### config.mk
export PLATFORM = sky130hd
export DESIGN_NAME = stopwatch_ctrl_flat
export DESIGN_NICKNAME = d
export VERILOG_FILES = /design/src/rtl/stopwatch_pkg.sv /design/src/rtl/stopwatch_ctrl_if.sv /design/src/rtl/bcd_digit.sv /design/src/rtl/stopwatch_ctrl.sv /design/src/flat_wrapper.sv
export SDC_FILE = /design/constraint.sdc
export NUM_CORES = 1
export LEC_CHECK = 0
export CAP_MARGIN = 20
export CORE_MARGIN = 8
export CORE_UTILIZATION = 45
export DETAILED_ROUTE_END_ITERATION = 7
export GPL_ROUTABILITY_DRIVEN = 0
export PLACE_DENSITY = 0.67
export SYNTH_ARGS = -nofsm -noshare
export SYNTH_HDL_FRONTEND = slang
export SYNTH_SLANG_ARGS = --single-unit
### constraint.sdc
create_clock -name CLK -period 2.2 [get_ports CLK]
set_input_delay 0.22 -clock CLK [delete_from_list [all_inputs] [get_ports CLK]]
set_output_delay 0.22 -clock CLK [all_outputs]
set_load 0.01 [all_outputs]
### src/rtl/stopwatch_pkg.sv
// Shared types and constants for the stopwatch controller: FSM encoding,
// BCD digit limits, the displayed-time payload and the minutes-limit check.
package stopwatch_pkg;

    localparam int unsigned DIGIT_W = 4;

    localparam logic [DIGIT_W-1:0] BCD_LIM9 = 4'd9;
    localparam logic [DIGIT_W-1:0] BCD_LIM5 = 4'd5;

    typedef enum logic [1:0] {
        ST_IDLE = 2'd0,
        ST_RUN  = 2'd1,
        ST_STOP = 2'd2,
        ST_LAP  = 2'd3
    } state_e;

    typedef struct packed {
        logic [DIGIT_W-1:0] m10;
        logic [DIGIT_W-1:0] m1;
        logic [DIGIT_W-1:0] s10;
        logic [DIGIT_W-1:0] s1;
        logic [DIGIT_W-1:0] c10;
        logic [DIGIT_W-1:0] c1;
    } time_t;

    function automatic bit min_limit_ok(input int unsigned lim);
        return (lim >= 1) && (lim <= 99);
    endfunction

endpackage

### src/rtl/stopwatch_ctrl_if.sv
// Tick/button inputs and display/status outputs of the stopwatch controller.
interface stopwatch_ctrl_if;
    import stopwatch_pkg::*;

    logic               EN10MS;
    logic               BTN_SS;
    logic               BTN_CLR;
    logic [DIGIT_W-1:0] DISP_M10;
    logic [DIGIT_W-1:0] DISP_M1;
    logic [DIGIT_W-1:0] DISP_S10;
    logic [DIGIT_W-1:0] DISP_S1;
    logic [DIGIT_W-1:0] DISP_C10;
    logic [DIGIT_W-1:0] DISP_C1;
    logic               RUNNING;
    logic               LAPMODE;
    logic               OVF;

    modport master (
        output EN10MS, BTN_SS, BTN_CLR,
        input  DISP_M10, DISP_M1, DISP_S10, DISP_S1, DISP_C10, DISP_C1,
        input  RUNNING, LAPMODE, OVF
    );

    modport slave (
        input  EN10MS, BTN_SS, BTN_CLR,
        output DISP_M10, DISP_M1, DISP_S10, DISP_S1, DISP_C10, DISP_C1,
        output RUNNING, LAPMODE, OVF
    );

endinterface

### src/rtl/bcd_digit.sv
// Mod-(limit+1) BCD digit counter; CLR beats INC, CARRY flags the rollover tick.
module bcd_digit
    import stopwatch_pkg::*;
(
    input  logic               CLK,
    input  logic               RST,
    input  logic               CLR,
    input  logic               INC,
    input  logic [DIGIT_W-1:0] limit,
    output logic [DIGIT_W-1:0] Q,
    output logic               CARRY
);

    logic [DIGIT_W-1:0] q_q;
    logic [DIGIT_W-1:0] q_d;

    always_comb begin
        q_d = q_q;
        if (CLR) begin
            q_d = '0;
        end else if (INC) begin
            q_d = (q_q == limit) ? '0 : q_q + DIGIT_W'(1);
        end
    end

    always_ff @(posedge CLK) begin
        if (RST) q_q <= '0;
        else     q_q <= q_d;
    end

    assign Q     = q_q;
    assign CARRY = INC & (q_q == limit);

endmodule

### src/rtl/stopwatch_ctrl.sv
// Stopwatch controller: start/stop/lap/clear FSM driven by button presses,
// MM:SS.cc BCD count advanced by the 100 Hz tick, lap freeze and wrap flag.
module stopwatch_ctrl
    import stopwatch_pkg::*;
#(
    parameter int unsigned MIN_LIMIT = 59
) (
    input  logic             CLK,
    input  logic             RST,
    stopwatch_ctrl_if.slave  bus
);

    if (!min_limit_ok(MIN_LIMIT)) begin : g_bad_limit
        $error("stopwatch_ctrl: MIN_LIMIT must be within 1..99");
    end

    localparam logic [DIGIT_W-1:0] MIN_M10 = DIGIT_W'(MIN_LIMIT / 10);
    localparam logic [DIGIT_W-1:0] MIN_M1  = DIGIT_W'(MIN_LIMIT % 10);

    state_e state_q, state_d;
    time_t  lap_q, lap_d;
    logic   ovf_q, ovf_d;
    logic   btn_ss_q, btn_clr_q;
    logic   armed_q;

    logic   ss_press, clr_press;
    logic   count_en, zero_c, wrap_c, digit_clr;
    time_t  cnt;
    time_t  disp_c;

    logic [DIGIT_W-1:0] m10_q, m1_q, s10_q, s1_q, c10_q, c1_q;
    logic               m10_cy, m1_cy, s10_cy, s1_cy, c10_cy, c1_cy;

    // armed_q masks the first post-reset edge so a button held through reset is not a press
    assign ss_press  = bus.BTN_SS  & ~btn_ss_q  & armed_q;
    assign clr_press = bus.BTN_CLR & ~btn_clr_q & armed_q;

    assign count_en  = bus.EN10MS & ((state_q == ST_RUN) || (state_q == ST_LAP));
    assign zero_c    = clr_press & (state_q == ST_STOP);
    assign wrap_c    = (s10_cy & (m10_q == MIN_M10) & (m1_q == MIN_M1)) | m10_cy;
    assign digit_clr = zero_c | wrap_c;
    assign cnt       = {m10_q, m1_q, s10_q, s1_q, c10_q, c1_q};

    bcd_digit u_c1  (.CLK(CLK), .RST(RST), .CLR(digit_clr), .INC(count_en), .limit(BCD_LIM9), .Q(c1_q),  .CARRY(c1_cy));
    bcd_digit u_c10 (.CLK(CLK), .RST(RST), .CLR(digit_clr), .INC(c1_cy),    .limit(BCD_LIM9), .Q(c10_q), .CARRY(c10_cy));
    bcd_digit u_s1  (.CLK(CLK), .RST(RST), .CLR(digit_clr), .INC(c10_cy),   .limit(BCD_LIM9), .Q(s1_q),  .CARRY(s1_cy));
    bcd_digit u_s10 (.CLK(CLK), .RST(RST), .CLR(digit_clr), .INC(s1_cy),    .limit(BCD_LIM5), .Q(s10_q), .CARRY(s10_cy));
    bcd_digit u_m1  (.CLK(CLK), .RST(RST), .CLR(digit_clr), .INC(s10_cy),   .limit(BCD_LIM9), .Q(m1_q),  .CARRY(m1_cy));
    bcd_digit u_m10 (.CLK(CLK), .RST(RST), .CLR(digit_clr), .INC(m1_cy),    .limit(BCD_LIM9), .Q(m10_q), .CARRY(m10_cy));

    // State and control registers
    always_ff @(posedge CLK) begin
        if (RST) begin
            state_q   <= ST_IDLE;
            lap_q     <= '0;
            ovf_q     <= 1'b0;
            btn_ss_q  <= 1'b0;
            btn_clr_q <= 1'b0;
            armed_q   <= 1'b0;
        end else begin
            state_q   <= state_d;
            lap_q     <= lap_d;
            ovf_q     <= ovf_d;
            btn_ss_q  <= bus.BTN_SS;
            btn_clr_q <= bus.BTN_CLR;
            armed_q   <= 1'b1;
        end
    end

    // Next state; a CLR press masks a simultaneous SS press
    always_comb begin
        state_d = state_q;
        lap_d   = lap_q;
        ovf_d   = ovf_q;
        if (clr_press) begin
            case (state_q)
                ST_RUN:  begin state_d = ST_LAP; lap_d = cnt; end
                ST_LAP:  state_d = ST_RUN;
                ST_STOP: state_d = ST_IDLE;
                default: state_d = state_q;
            endcase
        end else if (ss_press) begin
            case (state_q)
                ST_IDLE: state_d = ST_RUN;
                ST_RUN:  state_d = ST_STOP;
                ST_STOP: state_d = ST_RUN;
                default: state_d = ST_STOP;
            endcase
        end
        if (zero_c)      ovf_d = 1'b0;
        else if (wrap_c) ovf_d = 1'b1;
    end

    // Outputs decoded from registers only
    always_comb begin
        disp_c       = (state_q == ST_LAP) ? lap_q : cnt;
        bus.DISP_M10 = disp_c.m10;
        bus.DISP_M1  = disp_c.m1;
        bus.DISP_S10 = disp_c.s10;
        bus.DISP_S1  = disp_c.s1;
        bus.DISP_C10 = disp_c.c10;
        bus.DISP_C1  = disp_c.c1;
        bus.RUNNING  = (state_q == ST_RUN) || (state_q == ST_LAP);
        bus.LAPMODE  = (state_q == ST_LAP);
        bus.OVF      = ovf_q;
    end

endmodule

### src/flat_wrapper.sv
// flat-port wrapper written by rule: the top's interface ports become plain ports
module stopwatch_ctrl_flat import stopwatch_pkg::*;
#(
    parameter int unsigned MIN_LIMIT = 59
)
  (CLK, RST, bus_EN10MS, bus_BTN_SS, bus_BTN_CLR, bus_DISP_M10, bus_DISP_M1, bus_DISP_S10, bus_DISP_S1, bus_DISP_C10, bus_DISP_C1, bus_RUNNING, bus_LAPMODE, bus_OVF);
  stopwatch_ctrl_if bus_i ();
  input  logic CLK;
  input  logic RST;
  input wire logic [$bits(bus_i.EN10MS)-1:0] bus_EN10MS;
  input wire logic [$bits(bus_i.BTN_SS)-1:0] bus_BTN_SS;
  input wire logic [$bits(bus_i.BTN_CLR)-1:0] bus_BTN_CLR;
  output wire logic [$bits(bus_i.DISP_M10)-1:0] bus_DISP_M10;
  output wire logic [$bits(bus_i.DISP_M1)-1:0] bus_DISP_M1;
  output wire logic [$bits(bus_i.DISP_S10)-1:0] bus_DISP_S10;
  output wire logic [$bits(bus_i.DISP_S1)-1:0] bus_DISP_S1;
  output wire logic [$bits(bus_i.DISP_C10)-1:0] bus_DISP_C10;
  output wire logic [$bits(bus_i.DISP_C1)-1:0] bus_DISP_C1;
  output wire logic [$bits(bus_i.RUNNING)-1:0] bus_RUNNING;
  output wire logic [$bits(bus_i.LAPMODE)-1:0] bus_LAPMODE;
  output wire logic [$bits(bus_i.OVF)-1:0] bus_OVF;
  assign bus_i.EN10MS = bus_EN10MS;
  assign bus_i.BTN_SS = bus_BTN_SS;
  assign bus_i.BTN_CLR = bus_BTN_CLR;
  assign bus_DISP_M10 = bus_i.DISP_M10;
  assign bus_DISP_M1 = bus_i.DISP_M1;
  assign bus_DISP_S10 = bus_i.DISP_S10;
  assign bus_DISP_S1 = bus_i.DISP_S1;
  assign bus_DISP_C10 = bus_i.DISP_C10;
  assign bus_DISP_C1 = bus_i.DISP_C1;
  assign bus_RUNNING = bus_i.RUNNING;
  assign bus_LAPMODE = bus_i.LAPMODE;
  assign bus_OVF = bus_i.OVF;
  stopwatch_ctrl #(.MIN_LIMIT(MIN_LIMIT)) u_core (.CLK(CLK), .RST(RST), .bus(bus_i));
endmodule
# Word level (Yosys, flattened, before mapping)
# Index checks and enable logic that the tools add are counted.
[word_totals]
ff_bits = 54
inputBits = 5
output_inout_bits = 27
elab_cells = 72
[classes]
n_addsub = 6
eq_ne = 11
mux = 12
n_bitwise = 18
n_reduce_logical = 8
[ops]
columns = ["operator", "count"]
rows = [
  ["adder 4 x 1 -> 4 bit (second input constant)", 6],
  ["two-way mux 24 bit", 1],
  ["two-way mux 4 bit", 6],
  ["equality test 4 bit (second input constant)", 5],
  ["bitwise AND 1 bit", 14],
  ["equality test 4 x 3 -> 1 bit (second input constant)", 2],
  ["two-way mux 2 bit", 3],
  ["case mux 2 bit (3 select lines)", 1],
  ["OR reduction 2 bit", 3],
  ["equality test 2 bit (second input constant)", 2],
  ["inequality test 4 bit (second input constant)", 1],
  ["AND reduction 2 bit", 2],
  ["equality test 2 x 1 -> 1 bit (second input constant)", 1],
  ["zero test 2 bit", 1],
  ["NOT 1 bit", 2],
  ["bitwise OR 1 bit", 2],
  ["nonzero test 2 bit", 1],
  ["logical OR 1 bit", 1],
  ["two-way mux 1 bit", 1],
]

# Depth between registers and ports, before layout
[logic_depth]
depth_word = 12
mapped_depth = 8
depth_no_buf = 4

# Modules after synthesis
# A second synthesis with hierarchy kept.
[unflattened]
cells_unflattened = 329
area_unflattened_um2 = 3109.2
[modules_own_cells]
columns = ["mod", "n_inst", "cells_each", "area_per_inst_um2", "seq_area_each_um2"]
rows = [
  ["bcd_digit", 6, 26, 266.5, 80.1],
  ["stopwatch_ctrl", 1, 173, 1510.2, 600.6],
]

# Least setup slack after synthesis
# Ideal clock, no wire load.
[synth_timing]
path_type = "flip-flop to flip-flop"
start = "reg u_core.u_s10.q_q[1], in the netlist u_core.u_s10.Q[1]"
end = "reg u_core.u_c1.q_q[0], in the netlist u_core.u_c1.Q[0]"
setup_ns = 0.117
t_arrival_ns = 1.605
t_required_ns = 2.083
path_slack_ns = 0.477
path_stages_with_launch = 7
n_path_buf = 2
period_less_slack_ns = 1.723
cell_sequence = "dfxtp_1 -> clkbuf_1 -> and4bb_2 -> nand3_1 -> o31ai_4 -> buf_2 -> nor2_1"
[synth_between]
elab_chain_cells = 7
word_cells_on_any_way = 9
cone_classes = "eq/ne: 1; bitwise: 7; reduce/logical: 1"
[synth_lines]
columns = ["element", "line_no", "text"]
rows = [
  ["start, declared", "bcd_digit.sv:14", "logic [DIGIT_W-1:0] q_q;"],
  ["start signal, assigned", "bcd_digit.sv:28", "else q_q <= q_d;"],
  ["equality test 4 x 3 -> 1 bit (*)", "bcd_digit.sv:32", "assign CARRY = INC & (q_q == limit);"],
  ["bitwise AND 1 bit (*)", "bcd_digit.sv:32", ""],
  ["bitwise AND 1 bit (on tied branches) (2 in a row)", "stopwatch_ctrl.sv:40, bcd_digit.sv:32", ""],
  ["bitwise OR 1 bit (*)", "stopwatch_ctrl.sv:40", "assign wrap_c = (s10_cy & (m10_q == MIN_M10) & (m1_q == MIN_M1)) | m10_cy;"],
  ["bitwise OR 1 bit (*)", "stopwatch_ctrl.sv:41", "assign digit_clr = zero_c | wrap_c;"],
  ["OR reduction 2 bit (no line) (*)", "--", ""],
  ["end signal, assigned", "bcd_digit.sv:28", ""],
  ["end, declared", "bcd_digit.sv:14", ""],
]
# Mark *: on every way between the ends. The rest lies on a longest branch, timed or not.
# A chain may end at the register's enable or synchronous reset.

# Worst setup path in the final report
[layout_timing]
start = "reg u_core.state_q[1]"
end = "out bus_DISP_M1[1]"
[layout_between]
elab_chain_cells = 2
[layout_lines]
columns = ["element", "line_no", "text"]
rows = [
  ["start, declared", "stopwatch_ctrl.sv:20", "state_e state_q, state_d;"],
  ["start signal, assigned", "stopwatch_ctrl.sv:61", "state_q <= state_d;"],
  ["equality test 2 bit", "stopwatch_ctrl.sv:96", "disp_c = (state_q == ST_LAP) ? lap_q : cnt;"],
  ["two-way mux 24 bit", "stopwatch_ctrl.sv:96", ""],
  ["end, declared", "flat_wrapper.sv:14", "output wire logic [$bits(bus_i.DISP_M1)-1:0] bus_DISP_M1;"],
]
# No other way between the ends.

==> summary by stage <==
Outcome
The run finished with clean final reports.

Worst setup path
The worst path arrival time is 1.84 ns. The worst register-to-register path ends at u_core.u_m1.Q[3]. On the critical path, the stage with the largest delay is an instance of clkdlybuf4s50_1.

STA classifies the critical path endpoint as a primary output. The highest cell delay on the worst timing path is 0.56 ns. The maximum fanout along the worst path is 9. The class of the most critical setup path is reg -> out. The flop-to-flop setup slack is 0.35 ns. STA puts the critical path data required time at 1.98 ns. Measured in cells, the most critical reg-to-reg path has a length of 4. Traced cell by cell, the critical path runs through nand2_1 -> buf_4 -> clkinv_2 -> o21ai_0 -> clkdlybuf4s50_1. The kind of start point of the critical path is a flop. In this run the critical register-to-register path is launched from u_core.u_c1.Q[3].

Clock tree
Hold repair after CTS inserted 0 buffers. CTS saw 54 sinks. The source-to-sink clock delay at the later pin of the worst-skew pair is 0.30 ns. The H-tree depth is 2. The cell at the root of the clock tree is clkbuf_8. The number of CTS-inserted buffers is 5. The clock-pin slew on the worst setup and hold paths is 0.09 ns. The CTS tree is done. The post-CTS setup-driven buffer insertion count is 0. The buffer depth of the longest clock path is 2.

Synthesis
After synthesis, the mean cell area works out to 8.318 um2. Sorting the synthesized cells by area gives the leading types as dfxtp_1, nand2_1, mux2_2. The count of warnings emitted by yosys is 0. The biggest area contributor in the post-synthesis netlist is dfxtp_1. The synthesized flop and latch total is 54. The sequential cell area fraction in the yosys report is 41.26%. The post-synthesis instance total is 315. The synthesized cell area is 0.002620 mm2. Summed over its instances, the top area cell type makes up 41.26% of the synthesized netlist area.

The count of different cell masters after synthesis is 41. The number of nets in the synthesized netlist is 320.

Die
The total number of placement rows is 27. The initial core utilization is 47.00%. Measured along the x axis, the die boundary spans 92.31 um. The total area inside the core boundary comes to 0.005574 mm2.

The number of ports placed on the die boundary is 32. The die extent in y is 92.31 um. The floorplan step defined a die boundary enclosing 0.008520 mm2.

Drt
The post-detailed-route count of antenna-violating nets is 0. The average detailed-routed wire length per instance is 13.59 um. The routed design has 5722 um of wire. After detailed routing, the number of vias per cell comes to 5.347. Detailed routing inserted a total of 2,251 vias.

After the first detailed-routing iteration, the DRC count stood at 159. The DRC violation count after routing is 0. The first detailed-routing pass ran for 4 iterations.

Power and ir drop
VDD sags by at most 230.0 uV. Dividing total power by cell area gives a power density of 507.4 mW/mm2. The analysis attributes to cell leakage a power of 1.126 nW.

Timing
The number of hold violations in the final report was 0. Setup repair after global routing left no endpoint under its margin. The minimum period implied by the final worst setup slack is 2.061 ns. The slew at the pin closest to its max-slew limit is 0.3819 ns.

The number of pins exceeding their max-slew limit in the final report is 0. The worst path uses 93.67% of the clock period. The worst setup slack after layout is 0.1392 ns.

The worst-case headroom to the max-slew limit is 74.42%. Setup violations remaining at the end of the flow were counted as 0. The aggregate negative setup slack is 0 ns. The maximum clock rate is 485.3 MHz. The final setup skew is 0.004012 ns.

Layout
The area growth from synthesis to layout is 20.82%. The number of antenna diodes is 0. The number of nets in the final layout is 355. The most common cell after layout, fill and taps aside is nand2_1. Leaving out fill and tap cells, the most frequent cells in the layout are nand2_1, dfxtp_1, a21oi_1.

The fraction of final layout cells sized beyond drive strength 1 is 16.05%.

Global routing
The number of global-route vias before repair is 2,016. The total overflow left after global routing is 0. The number of antenna violations at the first check in global routing was 0. The first-pass GRT wire length is 9625 um. The largest net degree at the start of global routing is 31. Global routing consumed, over all layers together, 13.53% of the routing resources.

Hold path
The worst hold path terminates at u_core.lap_q[18]. The cell depth of the worst min-delay path is 2. The worst hold path belongs to the class reg -> reg. The critical hold path startpoint is u_core.lap_q[18].

Placement
The post-placement setup slack is 0.09915 ns. Input and output buffers added on the ports amount to 31. Once detailed placement completed, the half-perimeter wirelength came to 3918 um.

Job
Across the run, the number of max-cap violations was 0.
[sequential cells by signal (all words and copies together) (netlist names)]
register and count:
u_core.armed_q 1, u_core.btn_clr_q 1, u_core.btn_ss_q 1, u_core.bus.OVF 1
u_core.lap_q 24, u_core.state_q 2, u_core.u_c1.Q 4, u_core.u_c10.Q 4
u_core.u_m1.Q 4, u_core.u_m10.Q 4, u_core.u_s1.Q 4, u_core.u_s10.Q 4
[worst max path at each step]
stage | cells after the start | start | to | slack [ns]
after floorplan | 6 | u_core.u_s10.Q[1] | u_core.u_c1.Q[0] | 0.48
after global placement | 5 | bus_EN10MS | u_core.u_m1.Q[3] | 0.16
after detailed placement | 5 | bus_EN10MS | u_core.u_m1.Q[3] | 0.1
after CTS | 6 | u_core.state_q[1] | bus_DISP_M1[1] | 0.04
after global routing | 5 | u_core.state_q[1] | bus_DISP_S10[3] | 0.003
final | 5 | u_core.state_q[1] | bus_DISP_M1[1] | 0.14
[metrics by stage]
stage	power (mW)	util, %	std cells	area [um2]	hold slack (ns)
after global routing	1.673	56.79	421	3166	0.4757
after CTS	1.626	56.72	421	3162	0.4592
after detailed placement	1.077	55.22	415	3078	0.4460
final	1.606	56.79	421	3166	0.4576
after global placement	1.077	55.22	415	3078	0.4393
after floorplan	1.047	-	315	2620	0.3551
[synthesized netlist by cell type (all sizes together)]
| library cell | n |
|---|---|
| nand4 | 3 |
| nor2b | 6 |
| xor2 | 7 |
| a21oi | 43 |
| nand3 | 4 |
| clkbuf | 15 |
| a2111oi | 1 |
| nand3b | 3 |
| and3 | 1 |
| nand2b | 3 |
| nand2 | 68 |
| and4bb | 3 |
| nor3b | 3 |
| mux2i | 1 |
| nor4bb | 2 |
| and3b | 1 |
| xnor2 | 1 |
| clkinv | 1 |
| or4b | 2 |
| o22ai | 1 |
| nor3 | 2 |
| inv | 9 |
| o21ai | 15 |
| nor2 | 13 |
| a31o | 1 |
| o31ai | 6 |
| or3b | 1 |
| mux2 | 20 |
| or4 | 8 |
| a31oi | 5 |
| buf | 6 |
| or2 | 1 |
| or3 | 4 |
| o21a | 1 |
| dfxtp | 54 |
[power by group]
part           internal (mW)  switching (mW)
Combinational         0.0287          0.0390
Clock                  0.244           0.308
Sequential             0.982         0.00433
Total                   1.25           0.352
[cells by family after synthesis]
family / share of synthesized area (%)
mux: 8.978
flops: 41.26
compound gates: 15.71
buf+inv: 5.539
simple gates: 25.84
xor+xnor: 2.674
[per-layer routing]
metal / wire length (um) / vias up / global-route usage, % / share of wire, %
li1: - / 1164 / - / -
met1: 2821 / 1048 / 17.33 / 49
met2: 2621 / 35 / 21.33 / 46
met3: 237 / 4 / 4.116 / 4.1
met4: 41 / 0 / 4.027 / 0.72
met5: 0 / - / 0 / 0
[worst max-delay path: cells and delay by family, from the launching register on]
kind	cells	cell delay (ns)
buffers and inverters	3	0.86
DFF	1	0.37
and+or+nand+nor	1	0.13
AOI/OAI and AO/OA	1	0.17
[cell type report]
cell class	count	area [um2]
Fill cell	532	2409
Multi-Input combinational cell	230	1399
Timing Repair Buffer	49	473.0
Sequential cell	54	1082
Tap cell	72	90.09
Inverter	10	38.79
Clock buffer	6	82.58
[repair_timing]
| item | in CTS | in global routing |
|---|---|---|
| pin swaps | 0 | 0 |
| setup endpoints to repair | 4 | 23 |
| resized for setup | 1 | 2 |
Power figures use the tool's default switching activity.
